--- src/rtl/fifo_morado_if.sv ---
// Push/pop handshake, thresholds and status flags
// between the arbiter/consumer side and one output-lane FIFO.
interface fifo_morado_if #(
  parameter int DATA_WIDTH = 6,
  parameter int ADDR_WIDTH = 3
);
  logic                  push;
  logic [DATA_WIDTH-1:0] data_in;
  logic                  pop;
  logic [ADDR_WIDTH:0]   umbral_alto;
  logic [ADDR_WIDTH:0]   umbral_bajo;
  logic [DATA_WIDTH-1:0] data_out;
  logic                  valid_out;
  logic                  empty;
  logic                  full;
  logic                  almost_full;
  logic                  almost_empty;
  logic                  error_full;
  logic                  error_empty;

  modport master (
    output push, data_in, pop,
    output umbral_alto, umbral_bajo,
    input  data_out, valid_out,
    input  empty, full,
    input  almost_full, almost_empty,
    input  error_full, error_empty
  );

  modport slave (
    input  push, data_in, pop,
    input  umbral_alto, umbral_bajo,
    output data_out, valid_out,
    output empty, full,
    output almost_full, almost_empty,
    output error_full, error_empty
  );
endinterface

--- src/rtl/fifo_morado.sv ---
// Output-lane FIFO: 8-deep register array, registered pop port,
// threshold flags decoded from occupancy only.
module fifo_morado #(
  parameter int DATA_WIDTH = 6,
  parameter int ADDR_WIDTH = 3
) (
  input  logic         clk,
  input  logic         reset_L,
  fifo_morado_if.slave bus
);
  localparam int DEPTH = 1 << ADDR_WIDTH;
  localparam logic [ADDR_WIDTH:0] CAP =
    (ADDR_WIDTH+1)'(DEPTH);

  logic [DATA_WIDTH-1:0] mem [DEPTH];
  logic [ADDR_WIDTH-1:0] wr_ptr;
  logic [ADDR_WIDTH-1:0] rd_ptr;
  logic [ADDR_WIDTH:0]   count;
  logic                  is_empty;
  logic                  is_full;
  logic                  push_ok;
  logic                  pop_ok;

  assign is_empty = (count == '0);
  assign is_full  = (count == CAP);

  // A pop on a full FIFO frees the slot the same-edge push uses.
  assign pop_ok  = bus.pop && !is_empty;
  assign push_ok = bus.push && (!is_full || bus.pop);

  assign bus.empty        = is_empty;
  assign bus.full         = is_full;
  assign bus.almost_full  = (bus.umbral_alto != '0) &&
                            (count >= bus.umbral_alto);
  assign bus.almost_empty = (count <= bus.umbral_bajo);

  always_ff @(posedge clk) begin
    if (push_ok && reset_L)
      mem[wr_ptr] <= bus.data_in;
  end

  always_ff @(posedge clk or negedge reset_L) begin
    if (!reset_L) begin
      wr_ptr          <= '0;
      rd_ptr          <= '0;
      count           <= '0;
      bus.data_out    <= '0;
      bus.valid_out   <= 1'b0;
      bus.error_full  <= 1'b0;
      bus.error_empty <= 1'b0;
    end else begin
      bus.error_full  <= bus.push && is_full && !bus.pop;
      bus.error_empty <= bus.pop && is_empty;
      bus.valid_out   <= pop_ok;
      if (push_ok)
        wr_ptr <= wr_ptr + ADDR_WIDTH'(1);
      if (pop_ok) begin
        bus.data_out <= mem[rd_ptr];
        rd_ptr       <= rd_ptr + ADDR_WIDTH'(1);
      end
      unique case (1'b1)
        (push_ok && !pop_ok):
          count <= count + (ADDR_WIDTH+1)'(1);
        (pop_ok && !push_ok):
          count <= count - (ADDR_WIDTH+1)'(1);
        default: ;
      endcase
    end
  end
endmodule

--- src/flat_wrapper.sv ---
// flat-port wrapper written by rule: the top's interface ports become plain ports
module fifo_morado_flat 
#(
  parameter int DATA_WIDTH = 6,
  parameter int ADDR_WIDTH = 3
)
  (clk, reset_L, bus_push, bus_data_in, bus_pop, bus_umbral_alto, bus_umbral_bajo, bus_data_out, bus_valid_out, bus_empty, bus_full, bus_almost_full, bus_almost_empty, bus_error_full, bus_error_empty);
  fifo_morado_if #(.DATA_WIDTH(DATA_WIDTH), .ADDR_WIDTH(ADDR_WIDTH)) bus_i ();
  input  logic clk;
  input  logic reset_L;
  input wire logic [$bits(bus_i.push)-1:0] bus_push;
  input wire logic [$bits(bus_i.data_in)-1:0] bus_data_in;
  input wire logic [$bits(bus_i.pop)-1:0] bus_pop;
  input wire logic [$bits(bus_i.umbral_alto)-1:0] bus_umbral_alto;
  input wire logic [$bits(bus_i.umbral_bajo)-1:0] bus_umbral_bajo;
  output wire logic [$bits(bus_i.data_out)-1:0] bus_data_out;
  output wire logic [$bits(bus_i.valid_out)-1:0] bus_valid_out;
  output wire logic [$bits(bus_i.empty)-1:0] bus_empty;
  output wire logic [$bits(bus_i.full)-1:0] bus_full;
  output wire logic [$bits(bus_i.almost_full)-1:0] bus_almost_full;
  output wire logic [$bits(bus_i.almost_empty)-1:0] bus_almost_empty;
  output wire logic [$bits(bus_i.error_full)-1:0] bus_error_full;
  output wire logic [$bits(bus_i.error_empty)-1:0] bus_error_empty;
  assign bus_i.push = bus_push;
  assign bus_i.data_in = bus_data_in;
  assign bus_i.pop = bus_pop;
  assign bus_i.umbral_alto = bus_umbral_alto;
  assign bus_i.umbral_bajo = bus_umbral_bajo;
  assign bus_data_out = bus_i.data_out;
  assign bus_valid_out = bus_i.valid_out;
  assign bus_empty = bus_i.empty;
  assign bus_full = bus_i.full;
  assign bus_almost_full = bus_i.almost_full;
  assign bus_almost_empty = bus_i.almost_empty;
  assign bus_error_full = bus_i.error_full;
  assign bus_error_empty = bus_i.error_empty;
  fifo_morado #(.DATA_WIDTH(DATA_WIDTH), .ADDR_WIDTH(ADDR_WIDTH)) u_core (.clk(clk), .reset_L(reset_L), .bus(bus_i));
endmodule
--- config.mk ---
export PLATFORM = sky130hd
export DESIGN_NAME = fifo_morado_flat
export DESIGN_NICKNAME = d
export VERILOG_FILES = /design/src/rtl/fifo_morado_if.sv /design/src/rtl/fifo_morado.sv /design/src/flat_wrapper.sv
export SDC_FILE = /design/constraint.sdc
export NUM_CORES = 1
export LEC_CHECK = 0
export CORE_MARGIN = 4
export CORE_UTILIZATION = 35
export DETAILED_ROUTE_END_ITERATION = 16
export HOLD_SLACK_MARGIN = 0.05
export PLACE_DENSITY = 0.61
export REMOVE_ABC_BUFFERS = 1
export SLEW_MARGIN = 30
export SYNTH_ARGS = -nofsm -noshare
export SYNTH_HDL_FRONTEND = slang
export SYNTH_SLANG_ARGS = --single-unit
--- constraint.sdc ---
create_clock -name clk -period 7.8 [get_ports clk]
set_input_delay 1.56 -clock clk [delete_from_list [all_inputs] [get_ports clk]]
set_output_delay 1.56 -clock clk [all_outputs]
set_load 0.03 [all_outputs]
==> impl_metrics.ini <==
[die]
initial_utilization_pct = 36.3
ios = 31
num_rows = 33
die_x_microns = 101
dieArea_sq_um = 10100
die_height_microns = 101
core_area_sq_um = 8300

[cells_and_area]
filler_cell_count = 766
final_cell_mix = edfxtp_1 (48), clkdlybuf4s50_1 (30), nand2_1 (19), dfrtp_1 (19), ha_1 (13)
final_area_sq_um = 3590
nets = 283
final_util_pct = 43.3
drive_gt1_share_pct = 13.3
syn_to_final_growth_pct = 19.3
mostFrequentLayoutCell = edfxtp_1
n_antenna_cell = 0

[routing]
drt_iter0_markers = 71
vias = 1744
ant_nets = 0
avgViaCountPerCell = 4.83
drcViolationCount = 0
dr.pass1.iters = 4
finalWirelength_mm = 5.30
wl_per_cell_microns = 14.7

[timing]
slew_violations = 0
fmax_ghz = 0.193
worst_pin_slew_ns = 0.952
hold_viol = 0
final.min_clock_period_ns = 5.19
hold-worst-slack_ns = 0.480
fin_crit_sh_pct = 66.5
setup-tns-final_ns = 0
finClkSkew_ns = 0.00788
slew_headroom_pct = 36.1
setup_violations = 0
rsz0062_at_grt = false

[synthesis]
synth.yosys.warnings = 0
ys_seq_elements = 67
yosysUniqueCellTypes = 41
synth_xor_area_share_pct = 1.75
synth_area_per_cell_sq_um = 14.3
synthAdderAreaFrac_pct = 6.07
synth-compound-area-share_pct = 7.03
synth_mux_area_share_pct = 8.48
synth_top_family_by_area = simple AND/OR/NAND/NOR gates
synthSimpleGateAreaFrac_pct = 9.11
syn_inst = 211
synth-edff-count = 48
ys_seq_area_share_pct = 63.7
yosys_most_used_dff = edfxtp_1
synth_area_sq_um = 3010
async_flop_share_pct = 28.4

[placement]
io_buffers = 30
hpwl_mm = 3.70
place_congestion = 0.678
placed_area_sq_um = 3410

[clock_tree]
cts_buffer_depth = 2
root_buffer = clkbuf_8
cts_max_level = 3
cts_resized = 0
clkLatencyLatePin_ns = 0.33
cts_sinks = 67
postCtsHoldBufs = 0
cts_tree = built
clkTransAtPathRegs_ns = 0.07
cts_setup_buffers = 0
cts_buffers = 9

[worst_hold_path]
hold_end = u_core.bus.data_out[0]
min_path_cells = 2
hold_start = u_core.bus.data_out[0]
hold_class = reg2reg

[grt]
antenna_found_initial = 0
gr-total-overflow = 0
grt_max_degree = 27
grt_pass1_wl_mm = 8.85
grt_usage_pct = 11.6
grt_pass1_vias = 1700

[critical_path]
regToRegEndpoint = u_core.count[3]
cp-startpoint = bus_umbral_bajo[1]
cp.required_ns = 6.24
worst-r2r-setup-slack_ns = 4.96
cp.arrival_ns = 3.63
worst_setup_path_start_kind = input port
end_kind = output port
reg2regPathDepth = 8
path_class = in2out
reg2reg_from = u_core.count[1]
critPathMaxFanout = 2

[power]
vdd_drop_max_v = 0.0000993
power_mw = 1.22
powerDensity_nw_per_um2 = 341
leakagePower_nw = 1.36

[job]
maxCapViolCount = 0

[status]
status = finished clean
[logic make-up after synthesis]
logic type,Yosys count
and+or+nand+nor,51
xor gates and xnor gates,6
muxes,24
buffers and inverters,19
adders and majority gates,14
DFF,67
AOI/OAI and AO/OA,30
[sequential cells by signal, indices dropped and copies added (netlist names)]
signal                  count
u_core.bus.valid_out        1
u_core.bus.error_empty      1
u_core.rd_ptr               3
u_core.count                4
u_core.bus.error_full       1
u_core.wr_ptr               3
u_core.bus.data_out         6
u_core.mem                 48
[final cells by class]
class	instances	area, sq um	share of cell area [%]
Sequential cell	67	1920	53.4
Multi-Input combinational cell	125	991	27.6
Timing Repair Buffer	34	330	9.20
Clock buffer	13	149	4.15
Tap cell	105	131	3.66
Inverter	14	57.6	1.60
Clock inverter	3	15.0	0.418
[cell usage after synthesis, drive strengths merged (2+ instances only)]
cell type   n  area [sq um]
edfxtp     48          1440
nand2      21          83.8
dfrtp      19           475
inv        14          57.6
ha         13           163
mux2       12           135
mux2i      12           120
o21ai      11          55.1
a221o       6          60.1
nor3        6          30.0
o22ai       6          37.5
nor4        5          37.5
xnor2       5          43.8
buf         4          55.1
nand2b      4          25.0
nor2        4          15.0
o21a        3          30.0
nor2b       2          12.5
nor3b       2          15.0
[through the flow]
step | cells | setup WS, ns
final | 361 | 2.61
after global routing | 361 | 2.56
after CTS | 361 | 2.60
after detailed placement | 345 | 2.61
after global placement | 345 | 2.64
after floorplan | 206 | 3.26
[report_power, final]
part / internal [mW] / total [mW] / switching [mW]
Combinational: 0.214 / 0.476 / 0.262
Sequential: 0.449 / 0.508 / 0.0590
Clock: 0.123 / 0.240 / 0.117
Total: 0.786 / 1.22 / 0.438
[critical path, cell delays in order]
cell             delay, ns
clkdlybuf4s50_1       0.45
inv_1                 0.04
ha_1                  0.30
nor2b_1               0.14
o21a_1                0.16
o21a_1                0.15
o21ai_0               0.13
clkdlybuf4s50_1       0.69
[worst max path at each step]
stage	endpoint	slack, ns	cells after the start
after detailed placement	bus_almost_empty	2.61	8
after CTS	bus_almost_empty	2.60	8
after global placement	bus_almost_empty	2.64	8
after floorplan	bus_almost_empty	3.26	6
final	bus_almost_empty	2.61	8
after global routing	bus_almost_empty	2.56	8
[per-layer routing]
layer  GRT usage [%]  part of all wire (%)  up-vias
met5               0                     0        -
met1            15.9                    47      836
met4            4.04                   1.3        0
met2            17.3                    47       33
li1                -                     -      868
met3            3.94                   4.6        7
(Power assumes the default switching activity.)
